<file path="src/rtl/keypad_osd_pkg.sv">
// Shared constants and types for the keypad OSD stages: key grid geometry,
// cell origins and the highlight state encoding.
package keypad_osd_pkg;

   localparam int NUM_KEYS   = 12;
   localparam int NUM_COLS   = 3;
   localparam int NUM_ROWS   = 4;
   localparam int DIGIT_W    = 16;
   localparam int DIGIT_H    = 32;
   localparam int BOX_MARGIN = 8;
   localparam int COORD_W    = 12;

   localparam logic [COORD_W-1:0] COL_X0 [NUM_COLS] = '{12'd515, 12'd621, 12'd728};
   localparam logic [COORD_W-1:0] ROW_Y0 [NUM_ROWS] = '{12'd174, 12'd254, 12'd334, 12'd414};

   typedef enum logic [1:0] {
      ST_IDLE  = 2'd0,
      ST_ARMED = 2'd1,
      ST_SHOW  = 2'd2
   } hl_state_t;

   // Keys are numbered row-major over the 3-column grid; only codes 0..11 reach these.
   function automatic logic [COORD_W-1:0] key_x0(input logic [3:0] k);
      logic [1:0] c;
      c = 2'(k % 4'd3);
      return COL_X0[c];
   endfunction

   function automatic logic [COORD_W-1:0] key_y0(input logic [3:0] k);
      logic [1:0] r;
      r = 2'(k / 4'd3);
      return ROW_Y0[r];
   endfunction

endpackage

</file>
<file path="src/rtl/video_xy_counter.sv">
// Pixel/line position tracker: x counts de-high pixels already seen in the line,
// y counts de falling edges since the last vsync falling edge.
module video_xy_counter
   import keypad_osd_pkg::*;
(
   input  logic               pclk,
   input  logic               rst_n,
   input  logic               i_vs,
   input  logic               i_de,
   output logic [COORD_W-1:0] x,
   output logic [COORD_W-1:0] y,
   output logic               frame_start
);

   localparam logic [COORD_W-1:0] COORD_MAX = '1;

   logic vs_d;
   logic de_d;

   assign frame_start = vs_d & ~i_vs;

   always_ff @(posedge pclk or negedge rst_n) begin
      if (!rst_n) begin
         vs_d <= 1'b0;
         de_d <= 1'b0;
         x    <= '0;
         y    <= '0;
      end else begin
         vs_d <= i_vs;
         de_d <= i_de;
         if (!i_de) begin
            x <= '0;
         end else if (x != COORD_MAX) begin
            x <= x + 1'b1;
         end
         // Frame start wins over a coincident de falling edge.
         if (frame_start) begin
            y <= '0;
         end else if (de_d && !i_de && (y != COORD_MAX)) begin
            y <= y + 1'b1;
         end
      end
   end

endmodule

</file>
<file path="src/rtl/key_highlight_overlay.sv">
// Draws a hollow box around the last pressed keypad cell for HOLD_FRAMES frames;
// highlight changes are applied only at vsync falling edges so no frame is torn.
module key_highlight_overlay
   import keypad_osd_pkg::*;
#(
   parameter int          HOLD_FRAMES = 30,
   parameter logic [23:0] BOX_COLOR   = 24'h00ff00,
   parameter int          BORDER      = 2
) (
   input  logic        pclk,
   input  logic        rst_n,
   input  logic        i_hs,
   input  logic        i_vs,
   input  logic        i_de,
   input  logic [23:0] i_data,
   input  logic        key_valid,
   input  logic [3:0]  key_code,
   output logic        o_hs,
   output logic        o_vs,
   output logic        o_de,
   output logic [23:0] o_data,
   output logic        o_active,
   output hl_state_t   dbg_state
);

   localparam logic [COORD_W-1:0] OFS_LO = COORD_W'(BOX_MARGIN);
   localparam logic [COORD_W-1:0] OFS_HX = COORD_W'(DIGIT_W + BOX_MARGIN - 1);
   localparam logic [COORD_W-1:0] OFS_HY = COORD_W'(DIGIT_H + BOX_MARGIN - 1);
   localparam logic [COORD_W-1:0] BRD    = COORD_W'(BORDER);
   localparam logic [7:0]         HOLD   = 8'(HOLD_FRAMES);

   logic [COORD_W-1:0] x, y;
   logic               frame_start;

   hl_state_t  state, state_nx;
   logic       pend_flag;
   logic [3:0] pend_code;
   logic [3:0] show_code, show_nx;
   logic [7:0] hold_cnt, hold_nx;
   logic       consume;
   logic       key_ok;

   logic [COORD_W-1:0] x0, y0, bx_lo, bx_hi, by_lo, by_hi;
   logic               in_box, in_inner, paint;

   video_xy_counter u_xy (
      .pclk        (pclk),
      .rst_n       (rst_n),
      .i_vs        (i_vs),
      .i_de        (i_de),
      .x           (x),
      .y           (y),
      .frame_start (frame_start)
   );

   // key_valid is a one-cycle strobe with no backpressure: key_code is sampled
   // only in that cycle, and out-of-range codes are dropped without side effects.
   assign key_ok    = key_valid && (key_code < 4'(NUM_KEYS));
   assign dbg_state = state;

   always_comb begin
      state_nx = state;
      show_nx  = show_code;
      hold_nx  = hold_cnt;
      consume  = 1'b0;
      case (state)
         ST_IDLE: begin
            if (pend_flag) state_nx = ST_ARMED;
         end
         ST_ARMED: begin
            if (frame_start) begin
               state_nx = ST_SHOW;
               show_nx  = pend_code;
               hold_nx  = HOLD;
               consume  = 1'b1;
            end
         end
         ST_SHOW: begin
            if (frame_start) begin
               if (pend_flag) begin
                  show_nx = pend_code;
                  hold_nx = HOLD;
                  consume = 1'b1;
               end else if (hold_cnt <= 8'd1) begin
                  hold_nx  = '0;
                  state_nx = ST_IDLE;
               end else begin
                  hold_nx = hold_cnt - 8'd1;
               end
            end
         end
         default: state_nx = ST_IDLE;
      endcase
   end

   always_comb begin
      x0       = key_x0(show_code);
      y0       = key_y0(show_code);
      bx_lo    = x0 - OFS_LO;
      bx_hi    = x0 + OFS_HX;
      by_lo    = y0 - OFS_LO;
      by_hi    = y0 + OFS_HY;
      in_box   = (x >= bx_lo) && (x <= bx_hi) && (y >= by_lo) && (y <= by_hi);
      in_inner = (x >= bx_lo + BRD) && (x <= bx_hi - BRD) &&
                 (y >= by_lo + BRD) && (y <= by_hi - BRD);
      paint    = (state == ST_SHOW) && i_de && in_box && !in_inner;
   end

   always_ff @(posedge pclk or negedge rst_n) begin
      if (!rst_n) begin
         state     <= ST_IDLE;
         pend_flag <= 1'b0;
         pend_code <= '0;
         show_code <= '0;
         hold_cnt  <= '0;
      end else begin
         state     <= state_nx;
         show_code <= show_nx;
         hold_cnt  <= hold_nx;
         // A fresh key always lands in pending, even when the old one is consumed now.
         if (key_ok) begin
            pend_flag <= 1'b1;
            pend_code <= key_code;
         end else if (consume) begin
            pend_flag <= 1'b0;
         end
      end
   end

   always_ff @(posedge pclk or negedge rst_n) begin
      if (!rst_n) begin
         o_hs     <= 1'b0;
         o_vs     <= 1'b0;
         o_de     <= 1'b0;
         o_data   <= '0;
         o_active <= 1'b0;
      end else begin
         o_hs     <= i_hs;
         o_vs     <= i_vs;
         o_de     <= i_de;
         o_data   <= paint ? BOX_COLOR : i_data;
         o_active <= (state_nx == ST_SHOW);
      end
   end

endmodule

</file>
<file path="config.mk">
export PLATFORM = sky130hd
export DESIGN_NAME = key_highlight_overlay
export DESIGN_NICKNAME = d
export VERILOG_FILES = /design/src/rtl/keypad_osd_pkg.sv /design/src/rtl/video_xy_counter.sv /design/src/rtl/key_highlight_overlay.sv
export SDC_FILE = /design/constraint.sdc
export NUM_CORES = 1
export LEC_CHECK = 0
export CORE_ASPECT_RATIO = 1.4
export CORE_MARGIN = 8
export CORE_UTILIZATION = 35
export CTS_BUF_LIST = sky130_fd_sc_hd__clkbuf_2
export CTS_CLUSTER_SIZE = 14
export DETAILED_ROUTE_END_ITERATION = 16
export SLEW_MARGIN = 25
export SYNTH_ARGS = -nofsm -noshare
export SYNTH_HDL_FRONTEND = slang
export SYNTH_HIERARCHICAL = 1
export SYNTH_SLANG_ARGS = --single-unit
</file>
<file path="constraint.sdc">
create_clock -name pclk -period 10.9 [get_ports pclk]
set_clock_uncertainty 0.2 [all_clocks]
set_input_delay 1.09 -clock pclk [delete_from_list [all_inputs] [get_ports pclk]]
set_output_delay 1.09 -clock pclk [all_outputs]
set_load 0.01 [all_outputs]
</file>
Yosys cells after proc, flatten, opt, wreduce, memory -nomap -nowiden
Cells that the tools add are included.

storage, ports and cells
  flip-flop bits (word level) = 71
  output and inout bits = 30
  word-level logic and storage cells = 102

operators by class
  add/subtract/negate cells = 11
  mux-type cells = 32
  reduce and logical (&&, ||, !) cells = 20
  order comparisons = 12
  divide/modulo/power cells = 2
  equality and inequality tests = 9
  bitwise logic cells = 4

operator list
  cell                                                            count
  2-to-1 mux 12 bit                                               8
  binary-select mux 12 bit (select 2 bit)                         2
  >= comparator 12 bit                                            4
  less-or-equal comparator 12 bit                                 4
  2-to-1 mux 8 bit                                                4
  adder 12 x 1 -> 12 bit, second input constant                   2
  adder 12 x 2 -> 12 bit, second input constant                   2
  2-to-1 mux 24 bit                                               1
  != test 12 bit, second input constant                           2
  subtractor 12 x 2 -> 12 bit, second input constant              2
  subtractor 12 x 4 -> 12 bit, second input constant              2
  one-hot mux 8 bit (2 select lines)                              1
  adder 12 x 5 -> 12 bit, second input constant                   1
  adder 12 x 6 -> 12 bit, second input constant                   1
  logical AND 1 bit                                               12
  2-to-1 mux 4 bit                                                3
  2-to-1 mux 2 bit                                                5
  less-or-equal comparator 8 x 1 -> 1 bit, second input constant  1
  one-hot mux 4 bit (2 select lines)                              1
  subtractor 8 x 1 -> 8 bit, second input constant                1
  >= comparator 3 bit, second input constant                      2
  != test 2 bit, second input constant                            3
  inverter 2 -> 3 bit                                             2
  one-hot mux 2 bit (3 select lines)                              1
  15 further kinds                                                23

Depth between registers and ports, before layout
Gate-level depths: netlist (run 1).

  depth in word-level cells = 14
  mapped depth = 21
  mapped depth without buffers = 20

By module
The synthesis (run 1) kept the hierarchy.

by module, submodules not included
  module                 sequential area each (um^2)  area each (um^2)  instances  cells an instance
  key_highlight_overlay  1176.1                       3387.0            1          338
  video_xy_counter       650.6                        1382.6            1          142

Least setup slack after synthesis (run 1)
Ideal clock, no wire load.

  path kind = register to register
  from = reg show_code[3]
  to = reg o_data[0]
  library setup time = 0.131 ns
  data arrival time = 4.224 ns
  required time = 10.569 ns
  slack = 6.346 ns
  stages on the path, launching flop included = 22
  period minus slack after synthesis = 4.554 ns
  cells stage by stage = dfrtp_1 nand2b_1 inv_1 ha_1 inv_1 ha_1 o21ai_1 mux2i_1 ha_1 a21oi_2 mux2_2 inv_1 ha_1 inv_1 nor3_1 ha_1 nand3_1 a21oi_1 or4_1 nand4b_1 buf_2 a21boi_0

between the ends
  cells in the longest elaborated chain, start to end = 14
  elaborated cells between the ends (all ways) = 36
  classes of those cells = add/sub (8); div (2); order compare (8); mux (7); bitwise (2); reduce/logical (9)

ends and longest elaborated chain
  item                                                                            RTL line                                                   text
  start, declared                                                                 key_highlight_overlay.sv:38                                logic [3:0] show_code, show_nx;
  start signal, assigned                                                          key_highlight_overlay.sv:118                               show_code <= show_nx;
  modulo 4 x 2 -> 4 bit                                                           keypad_osd_pkg.sv:25                                       c = 2'(k % 4'd3);
  inverter 2 -> 3 bit (implied by the code)                                       keypad_osd_pkg.sv:26                                       return COL_X0[c];
  binary-select mux 12 bit (select 2 bit)                                         keypad_osd_pkg.sv:26
  2-to-1 mux 12 bit (implied by the code) (2 in a row)                            keypad_osd_pkg.sv:26
  subtractor 12 x 4 -> 12 bit / adder 12 x 5 -> 12 bit (equally long branches)    key_highlight_overlay.sv:99, key_highlight_overlay.sv:100
  adder 12 x 2 -> 12 bit / subtractor 12 x 2 -> 12 bit (equally long branches)    key_highlight_overlay.sv:104                               in_inner = (x >= bx_lo + BRD) && (x <= bx_hi - BRD) &&
  >= comparator 12 bit / less-or-equal comparator 12 bit (equally long branches)  key_highlight_overlay.sv:104
  logical AND 1 bit (2 in a row)                                                  key_highlight_overlay.sv:104
  logical AND 1 bit                                                               key_highlight_overlay.sv:105                               (y >= by_lo + BRD) && (y <= by_hi - BRD);
  zero test 1 bit                                                                 key_highlight_overlay.sv:106                               paint = (state == ST_SHOW) && i_de && in_box && !in_inner;
  logical AND 1 bit (*)                                                           key_highlight_overlay.sv:106
  2-to-1 mux 24 bit (*)                                                           key_highlight_overlay.sv:141                               o_data <= paint ? BOX_COLOR : i_data;
  end signal, assigned                                                            key_highlight_overlay.sv:141
  end, declared                                                                   key_highlight_overlay.sv:21                                output logic [23:0] o_data,

Mark *: on every way between the ends. The rest lies on a longest branch, timed or not. The select of a mux whose other input is x is not followed.
A chain may end at the register's enable or synchronous reset.

Worst setup path after layout (run 1)
  from = reg show_code[3]
  to = reg o_data[1]

The elaborated chain is that of the path after synthesis.

==> metrics.txt, run 1 <==
Post-CTS Setup Repair Bufs=0; clock period minus final worst setup slack=5.65 ns; critical path capture point type=flip-flop; HPWL after DPL=8.92 mm; H-tree depth=3; post-placement setup slack=5.19 ns; first-pass iteration count of the detailed router=4; CP most frequent cell=ha_1; # DRC=0; routed len/inst=15.8 microns; Filler cells=1,314; nets=653; vias per cell=5.25; port bufs=63; die area=17,700 sq um; routability congestion estimate=0.883; Worst VDD drop=136 uV; hold-fix buffers at CTS=0; post-route insts no fill=736; number of flops mapped to enable cells by yosys=0; Slew Limit Fails=0; dominant cells by area after synthesis=dfrtp_1 38%, ha_1 18%, a21oi_1 2.9%, nand2_1 2.7%, nor2_1 2.7%; status=completed; post-route setup slack=5.25 ns; pin count of the biggest net entering global routing=74; area delta synth->final=20.7%; Syn Nets=584; Overflow after GRT=0; via count=3,864; internal reg-to-reg setup slack=5.25 ns; Synth Cell Area=4770 sq um; Crit path buffers/inverters=4; total CTS buffers=9; DRT iter0 DRCs=177; Mapped Cells=480; cell taking the most area after synthesis=dfrtp_1; Crit Path Category=reg -> reg; number of global-route vias before repair=4,014; Max Root-Sink Buffers=2; Netlist cell types=69; syn_area_per_cell=9.94 sq um; Initial Util=35.8%; number of synthesized register bits=73; TritonCTS Sinks=73; max_cap viols=0; GRT Overall Usage=14.0%; CP Launch Type=flip-flop; Clock Latency Late Sink=0.52 ns; RSZ-0062 raised after global routing=false; Final Hold Fails=0; row count=50; yosys warns=6; most common library cells after synthesis=73 x dfrtp_1, 70 x ha_1, 34 x nand2_1, 34 x nor2_1, 28 x a21oi_1; core box area=13,300 sq um; Tightest Pin Transition=0.983 ns; Die Ht=154 microns; # resized after CTS=0; Final period util=51.9%; cell family contributing the most delay on the critical path=simple AND/OR/NAND/NOR gates; HP Class=reg -> reg; fraction of registers with async set/reset=100%; WP data arrival=5.87 ns; CTS root buffer=clkbuf_2; FMAX=177 MHz; Post-synth top flop=dfrtp_1; Die X=115 microns; Worst EP required=11.12 ns; ratio of cells with drive above 1 in the final layout=7.41%; initial antenna violation count=1; setup TNS=0 ns; crit-path cells=nand2b_1 > inv_1 > ha_1 > inv_1 > ha_1 > o21ai_1 > mux2i_1 > ha_1 > a21oi_2 > mux2_2 > inv_1 > ha_1 > inv_1 > nor3_1 > ha_1 > nand4_1 > a2111oi_0 > or4_1 > nand4b_1 > a21boi_0; post-route ant nets=0; final setup vio count=0; Slew HR=34.1%; most common cell in the synthesized netlist=dfrtp_1; CTS tree=yes; top cell type's share of synthesized area=38.3%; Inst Count DP=719; CP max stage delay=0.77 ns; Power Density=237 nW/um^2; critical path's slowest cell=nand4b_1; wirelength, routed=11.7 mm; post-synthesis sequential area ratio=38.3%; Leak=2.57 nW; clk slew on worst S/H paths=0.20 ns; first-pass GRT wire length=19.6 mm; crit-path max FO=24; # IOs=64
==> stage by stage <==
| stage | hold WS, ns | util (%) | instance area, sq um | power, mW |
|---|---|---|---|---|
| 6_report | 0.290 | 43.2 | 5760 | 1.37 |
| 5_1_grt | 0.325 | 43.2 | 5760 | 1.51 |
| 4_1_cts | 0.293 | 43.1 | 5740 | 1.38 |
| 3_5_place_dp | 0.267 | 41.9 | 5590 | 1.17 |
| 3_3_place_gp | 0.263 | 41.9 | 5590 | 1.15 |
| 2_1_floorplan | 0.248 | - | 4770 | 0.930 |
==> area by class of cell <==
cell class / instances / area, sq um / share of cell area [%]
Timing Repair Buffer: 65 / 651 / 11.3
Inverter: 27 / 101 / 1.76
Multi-Input combinational cell: 373 / 2790 / 48.5
Tap cell: 182 / 228 / 3.96
Sequential cell: 73 / 1830 / 31.7
Clock buffer: 10 / 50.0 / 0.869
Antenna cell: 1 / 2.50 / 0.0435
Clock inverter: 5 / 104 / 1.80
==> registers in the layout, indices dropped and copies added, names as in the netlist, 2 cells and up <==
register,cells
o_data,24
dbg_state,2
pend_code,4
show_code,4
u_xy/x,12
u_xy/y,12
hold_cnt,8
==> routing by layer <==
layer / up-vias / part of all wire (%) / global-route usage (%)
met5: - / 0 / 0
met4: 0 / 2.3 / 5.79
met3: 18 / 2.2 / 2.35
met2: 50 / 56 / 26.2
met1: 1884 / 40 / 14.9
li1: 1912 / - / -
==> final timing paths <==
kind | cells after the start | end | startpoint
setup / recovery | 20 | o_data[1] | show_code[3]
hold / removal | 1 | hold_cnt[7] | hold_cnt[7]
setup reg to reg | 20 | o_data[1] | show_code[3]
hold reg to reg | 1 | hold_cnt[7] | hold_cnt[7]
max in group asynchronous | 1 | u_xy/y[10] | rst_n
min in group asynchronous | 1 | u_xy/x[0] | rst_n
==> cells in the final DEF (no fill, tap or decap), types with 3 or more instances in the layout <==
master,instances
dfrtp_1,73
ha_1,70
clkdlybuf4s50_1,62
nand2_1,34
nor2_1,34
a21oi_1,28
inv_1,26
o21ai_0,25
a21o_1,14
a21boi_0,13
nor3_1,12
nand3_1,12
clkbuf_2,10
nand2b_1,7
mux2_2,7
nand4_1,7
nor2b_1,6
a31oi_1,6
o21ai_1,5
xnor2_1,5
nor4_1,5
o31ai_1,5
mux2i_1,4
a211oi_1,4
nand3b_1,4
or4_1,4
nor3b_1,4
o21a_1,4
a21boi_1,4
o21bai_1,3
o22ai_1,3
a2111oi_0,3
bufinv_16,3
==> where the power goes <==
part | total [mW] | internal [mW] | switching [mW]
clock | 0.199 | 0.0992 | 0.0999
sequential | 0.322 | 0.296 | 0.0268
combinational | 0.845 | 0.334 | 0.511
total | 1.37 | 0.729 | 0.638
==> cell families (layout without fill, tap and decap cells) <==
logic type,Yosys count,after routing,share of synthesized area [%]
flip-flops,73,73,38.3
XOR/XNOR,7,7,1.29
AND/OR/NAND/NOR,150,150,17.5
buffers and inverters,34,107,3.12
adder cells (fa/ha/maj),70,70,18.4
other,0,1,0
AO/OA/AOI/OAI,135,135,18.9
multiplexers,11,11,2.49
Power figures use the tool's default switching activity.
==> run 2: changes to the inputs <==
==> constraint.sdc (replaced) <==
create_clock -name pclk -period 4.6 [get_ports pclk]
set_clock_uncertainty 0.2 [all_clocks]
set_input_delay 0.46 -clock pclk [delete_from_list [all_inputs] [get_ports pclk]]
set_output_delay 0.46 -clock pclk [all_outputs]
set_load 0.01 [all_outputs]
==> run 2 against run 1 <==
Compared with the run above:
- count of clock-buffer cells in the layout unchanged
- global-route usage barely moved
- critical path type unchanged
- first-iteration DRC count is 19% lower
- non-clock buffer count increased by 15
==> metrics.txt, run 2 (synthesis results as in run 1) <==
WP data arrival=4.62 ns; cell family contributing the most delay on the critical path=compound AO/OA/AOI/OAI gates; Die Ht=154 microns; ratio of cells with drive above 1 in the final layout=11.3%; CP Launch Type=flip-flop; wirelength, routed=12.1 mm; core box area=13,300 sq um; Inst Count DP=725; most frequent cells in the layout=73 x dfrtp_1, 66 x ha_1, 62 x clkdlybuf4s50_1, 34 x nand2_1, 33 x nor2_1; vias per cell=5.23; clock period minus final worst setup slack=4.36 ns; CP max stage delay=0.43 ns; max FFs per register=24; port bufs=63; CTS root buffer=clkbuf_2; clk slew on worst S/H paths=0.20 ns; Worst VDD drop=372 uV; CTS tree=yes; post-route insts no fill=751; FF+latch area=1830 sq um; # DRC=0; setup TNS=0 ns; FF-to-FF path depth=21; routed len/inst=16.1 microns; crit-path max FO=12; # IOs=64; Crit path buffers/inverters=6; Final Hold Fails=0; max_cap viols=0; CP most frequent cell=ha_1; Crit Path Category=reg -> reg; RR Startpoint=show_code[3]; status=completed; via count=3,929; first-pass iteration count of the detailed router=6; Slew Limit Fails=0; DRT iter0 DRCs=144; Slew HR=56.0%; TritonCTS Sinks=73; final core occ=44.7%; leading cell type in the layout, fill and taps excluded=dfrtp_1; Leak=2.64 nW; total CTS buffers=9; number of global-route vias before repair=4,086; Power Density=591 nW/um^2; critical path's slowest cell=dfrtp_1; area delta synth->final=24.8%; Clock Latency Late Sink=0.54 ns; Worst EP required=4.86 ns; Tightest Pin Transition=0.661 ns; initial antenna violation count=1; HP Class=in -> reg; post-route ant nets=0; pin count of the biggest net entering global routing=74; HPWL after DPL=8.98 mm; routability congestion estimate=0.850; GRT Overall Usage=13.9%; crit-path cells=nand2b_1 > inv_1 > ha_1 > inv_1 > ha_1 > o21ai_1 > mux2i_1 > ha_1 > a21oi_2 > mux2_4 > inv_2 > ha_2 > inv_1 > ha_1 > a2111oi_2 > o21ai_1 > a211oi_2 > nor4b_4 > buf_4 > clkbuf_16 > a21o_1; Die X=115 microns; row count=50; Crit path depth=21; H-tree depth=3; Top reg by flops=o_data; critical path capture point type=flip-flop; RSZ-0062 raised after global routing=false; final setup vio count=0; nets=668; internal reg-to-reg setup slack=0.24 ns; Filler cells=1,264; Largest regs=o_data x24, u_xy/x x12, u_xy/y x12; Overflow after GRT=0; Initial Util=35.8%; CP Launch Point=show_code[3]; Worst Setup EP=o_data[10]; FMAX=230 MHz; die area=17,700 sq um; Max Root-Sink Buffers=2; first-pass GRT wire length=19.7 mm; Final period util=94.7%; FF-to-FF End=o_data[10]; area occupied by multi-input gates=2870 sq um
## run 2: stage by stage
stage,area (sq um),setup WS [ns],total power [mW],hold slack [ns]
final,5950,0.244,3.52,0.141
after global routing,5950,0.00570,3.90,0.0948
after CTS,5760,0.0659,3.24,0.0789
after detailed placement,5640,0.140,2.86,0.276
after global placement,5640,0.241,2.78,0.268
after floorplan,4770,0.0457,2.20,-0.0356
## run 2: worst min-delay path by stage
stage,startpoint,to,depth (start not counted)
global route,i_hs,o_hs,1
CTS,i_hs,o_hs,1
floorplan,rst_n,dbg_state[0],0
detailed placement,hold_cnt[7],hold_cnt[7],1
global placement,hold_cnt[7],hold_cnt[7],1
finish,i_hs,o_hs,1
## run 2: final cells by class
class                           instances  share of cell area, %
Timing Repair Buffer                   80                   13.8
Multi-Input combinational cell        373                   48.2
Inverter                               27                   1.70
Clock inverter                          5                  0.946
Clock buffer                           10                  0.841
Tap cell                              182                   3.82
Sequential cell                        73                   30.7
Antenna cell                            1                 0.0420
## run 2: worst reg2reg max path, delay by kind of cell (launching register included)
family,cells,cell delay (ns)
AOI/OAI and AO/OA,6,1.25
adders and majority gates,5,1.04
buffers and inverters,6,0.60
muxes,2,0.50
DFF,1,0.43
and+or+nand+nor,2,0.26
## run 2: repair_timing
action	in CTS	in global routing
resized for setup	0	26
hold buffers	1	0
setup buffers	0	5
hold endpoints to repair	73	0
endpoints found under the setup margin	0	24
## run 2: routing by layer
layer / share of wire (%) / GRT usage [%] / routed length, microns
met1: 38 / 13.7 / 4600
met2: 57 / 27.3 / 6940
met3: 2.3 / 2.63 / 283
met4: 2.1 / 5.67 / 251
met5: 0 / 0 / 0
## run 2: power by group
group          switching, mW  total (mW)  internal, mW
clock                  0.233       0.358         0.125
combinational           1.34        2.40          1.06
sequential            0.0654       0.766         0.701
==> run 3: changes to the inputs <==
--- a/config.mk
+++ b/config.mk
@@ -11,6 +11,7 @@
 export CTS_BUF_LIST = sky130_fd_sc_hd__clkbuf_2
 export CTS_CLUSTER_SIZE = 14
 export DETAILED_ROUTE_END_ITERATION = 16
+export MAX_ROUTING_LAYER = met4
 export SLEW_MARGIN = 25
 export SYNTH_ARGS = -nofsm -noshare
 export SYNTH_HDL_FRONTEND = slang
==> run 3 against run 2 <==
Compared with the run above:
- sequential cell count unchanged
- critical endpoint is now o_data[19]
- maximum frequency barely moved
- final cell count unchanged
- register-to-register slack hardly changed
- critical path depth is 1 higher
- combinational power is 4% lower
- first-iteration DRC count decreased by 6.9%
- sequential power shrank 0.5%
- largest cell class unchanged
==> metrics.txt, run 3 (synthesis results as in run 1) <==
GRT Overall Usage=14.2%; Largest regs=o_data x24, u_xy/x x12, u_xy/y x12; routed len/inst=15.7 microns; HP Class=in -> reg; area delta synth->final=24.1%; WL met3=258 microns; final hold slack=0.147 ns; Psw=1.59 mW; final core occ=44.4%; pin count of the biggest net entering global routing=74; Top reg by flops=o_data; first-pass iteration count of the detailed router=4; Die X=115 microns; FF-to-FF path depth=22; CTS root buffer=clkbuf_2; # DRC=0; top sig layer=met4; Die Ht=154 microns; WL met1=4.62 mm; Power Density=590 nW/um^2; post-route ant nets=0; CP Launch Type=flip-flop; Slew Limit Fails=0; H-tree depth=3; Overflow after GRT=0; Slew HR=53.7%; Leak=2.64 nW; met2 wire len=6.58 mm; max FFs per register=24; most frequent cells in the layout=73 x dfrtp_1, 68 x ha_1, 62 x clkdlybuf4s50_1, 34 x nand2_1, 33 x nor2_1; Clock Latency Late Sink=0.54 ns; WP data arrival=4.59 ns; Worst EP required=4.84 ns; leading cell type in the layout, fill and taps excluded=dfrtp_1; post-route setup slack=0.248 ns; port bufs=63; clock period minus final worst setup slack=4.35 ns; number of global-route vias before repair=3,964; # IOs=64; status=completed; row count=50; TritonCTS Sinks=73; switching share of power=45.6%; share of total power in combinational logic=65.9%; total CTS buffers=9; initial antenna violation count=1; first-pass GRT wire length=19.3 mm; Crit Path Category=reg -> reg; internal reg-to-reg setup slack=0.25 ns; hold path cells=1; critical path capture point type=flip-flop; ratio of cells with drive above 1 in the final layout=10.7%; CTS tree=yes; clock network fraction of total power=12.3%; Initial Util=35.8%; wirelength, routed=11.8 mm; HPWL after DPL=8.83 mm; Final Hold Fails=0; Tightest Pin Transition=0.694 ns; clk slew on worst S/H paths=0.22 ns; Sequential Power Share=21.8%; max_cap viols=0; Final period util=94.6%; via count=3,866; final setup vio count=0; setup TNS=0 ns; DRT iter0 DRCs=134; crit-path max FO=12; post-placement setup slack=0.0526 ns; core box area=13,300 sq um; Worst VDD drop=300 uV; nets=667; routability congestion estimate=0.910; Pint=1.90 mW; die area=17,700 sq um; FMAX=230 MHz; Max Root-Sink Buffers=2; vias per cell=5.15
==> run 3: cell type report <==
cell class                      instances  area, sq um
Clock buffer                           10         50.0
Timing Repair Buffer                   79          796
Antenna cell                            1         2.50
Tap cell                              182          228
Fill cell                            1283         7400
Multi-Input combinational cell        373         2830
Clock inverter                          6         90.1
Sequential cell                        73         1830
Inverter                               27          101
==> run 3: worst paths after layout <==
path,start,end
setup reg to reg,show_code[3],o_data[19]
hold reg to reg,hold_cnt[7],hold_cnt[7]
hold / removal,i_hs,o_hs
setup / recovery,show_code[3],o_data[19]
max in group asynchronous,rst_n,dbg_state[0]
min in group asynchronous,rst_n,u_xy/x[9]
==> run 3: per-stage QoR <==
step | area [sq um] | cells | power (mW)
2_1_floorplan | 4770 | 480 | 2.20
3_3_place_gp | 5640 | 724 | 2.79
3_5_place_dp | 5640 | 724 | 2.85
4_1_cts | 5790 | 741 | 3.30
5_1_grt | 5920 | 751 | 3.87
6_report | 5920 | 751 | 3.49
==> run 3: worst max-delay path: stages, from the launching register on <==
cell and delay [ns]:
dfrtp_1 0.43, nand2b_1 0.19, inv_1 0.07, ha_1 0.13, inv_1 0.04, ha_1 0.21
o21ai_2 0.08, mux2i_1 0.12, ha_1 0.21, a21oi_2 0.18, mux2_4 0.38, inv_2 0.11
ha_2 0.23, nand2_1 0.09, ha_1 0.32, nand3_1 0.09, nor2_2 0.12, and3b_1 0.20
a221oi_2 0.28, nor4b_4 0.22, buf_4 0.18, buf_12 0.13, a21boi_0 0.09
==> run 3: power by group through the flow <==
stage          clock network, mW  logic, mW  registers (mW)
5_1_grt                    0.476       2.62           0.774
4_1_cts                    0.450       2.08           0.764
3_3_place_gp                   0       2.02           0.774
3_5_place_dp                   0       2.07           0.775
6_report                   0.430       2.30           0.762
2_1_floorplan                  0       1.43           0.771
==> run 3: metal layers <==
metal  vias up  GRT usage, %
met5         -             -
met4         0          5.92
met3        19          3.29
met2        46          25.6
met1      1871          14.2
li1       1930             -
==> run 3: repair_timing <==
item,CTS,global route
resized for setup,0,12
hold buffers,1,0
hold endpoints to repair,73,0
setup buffers,0,7
endpoints found under the setup margin,0,24
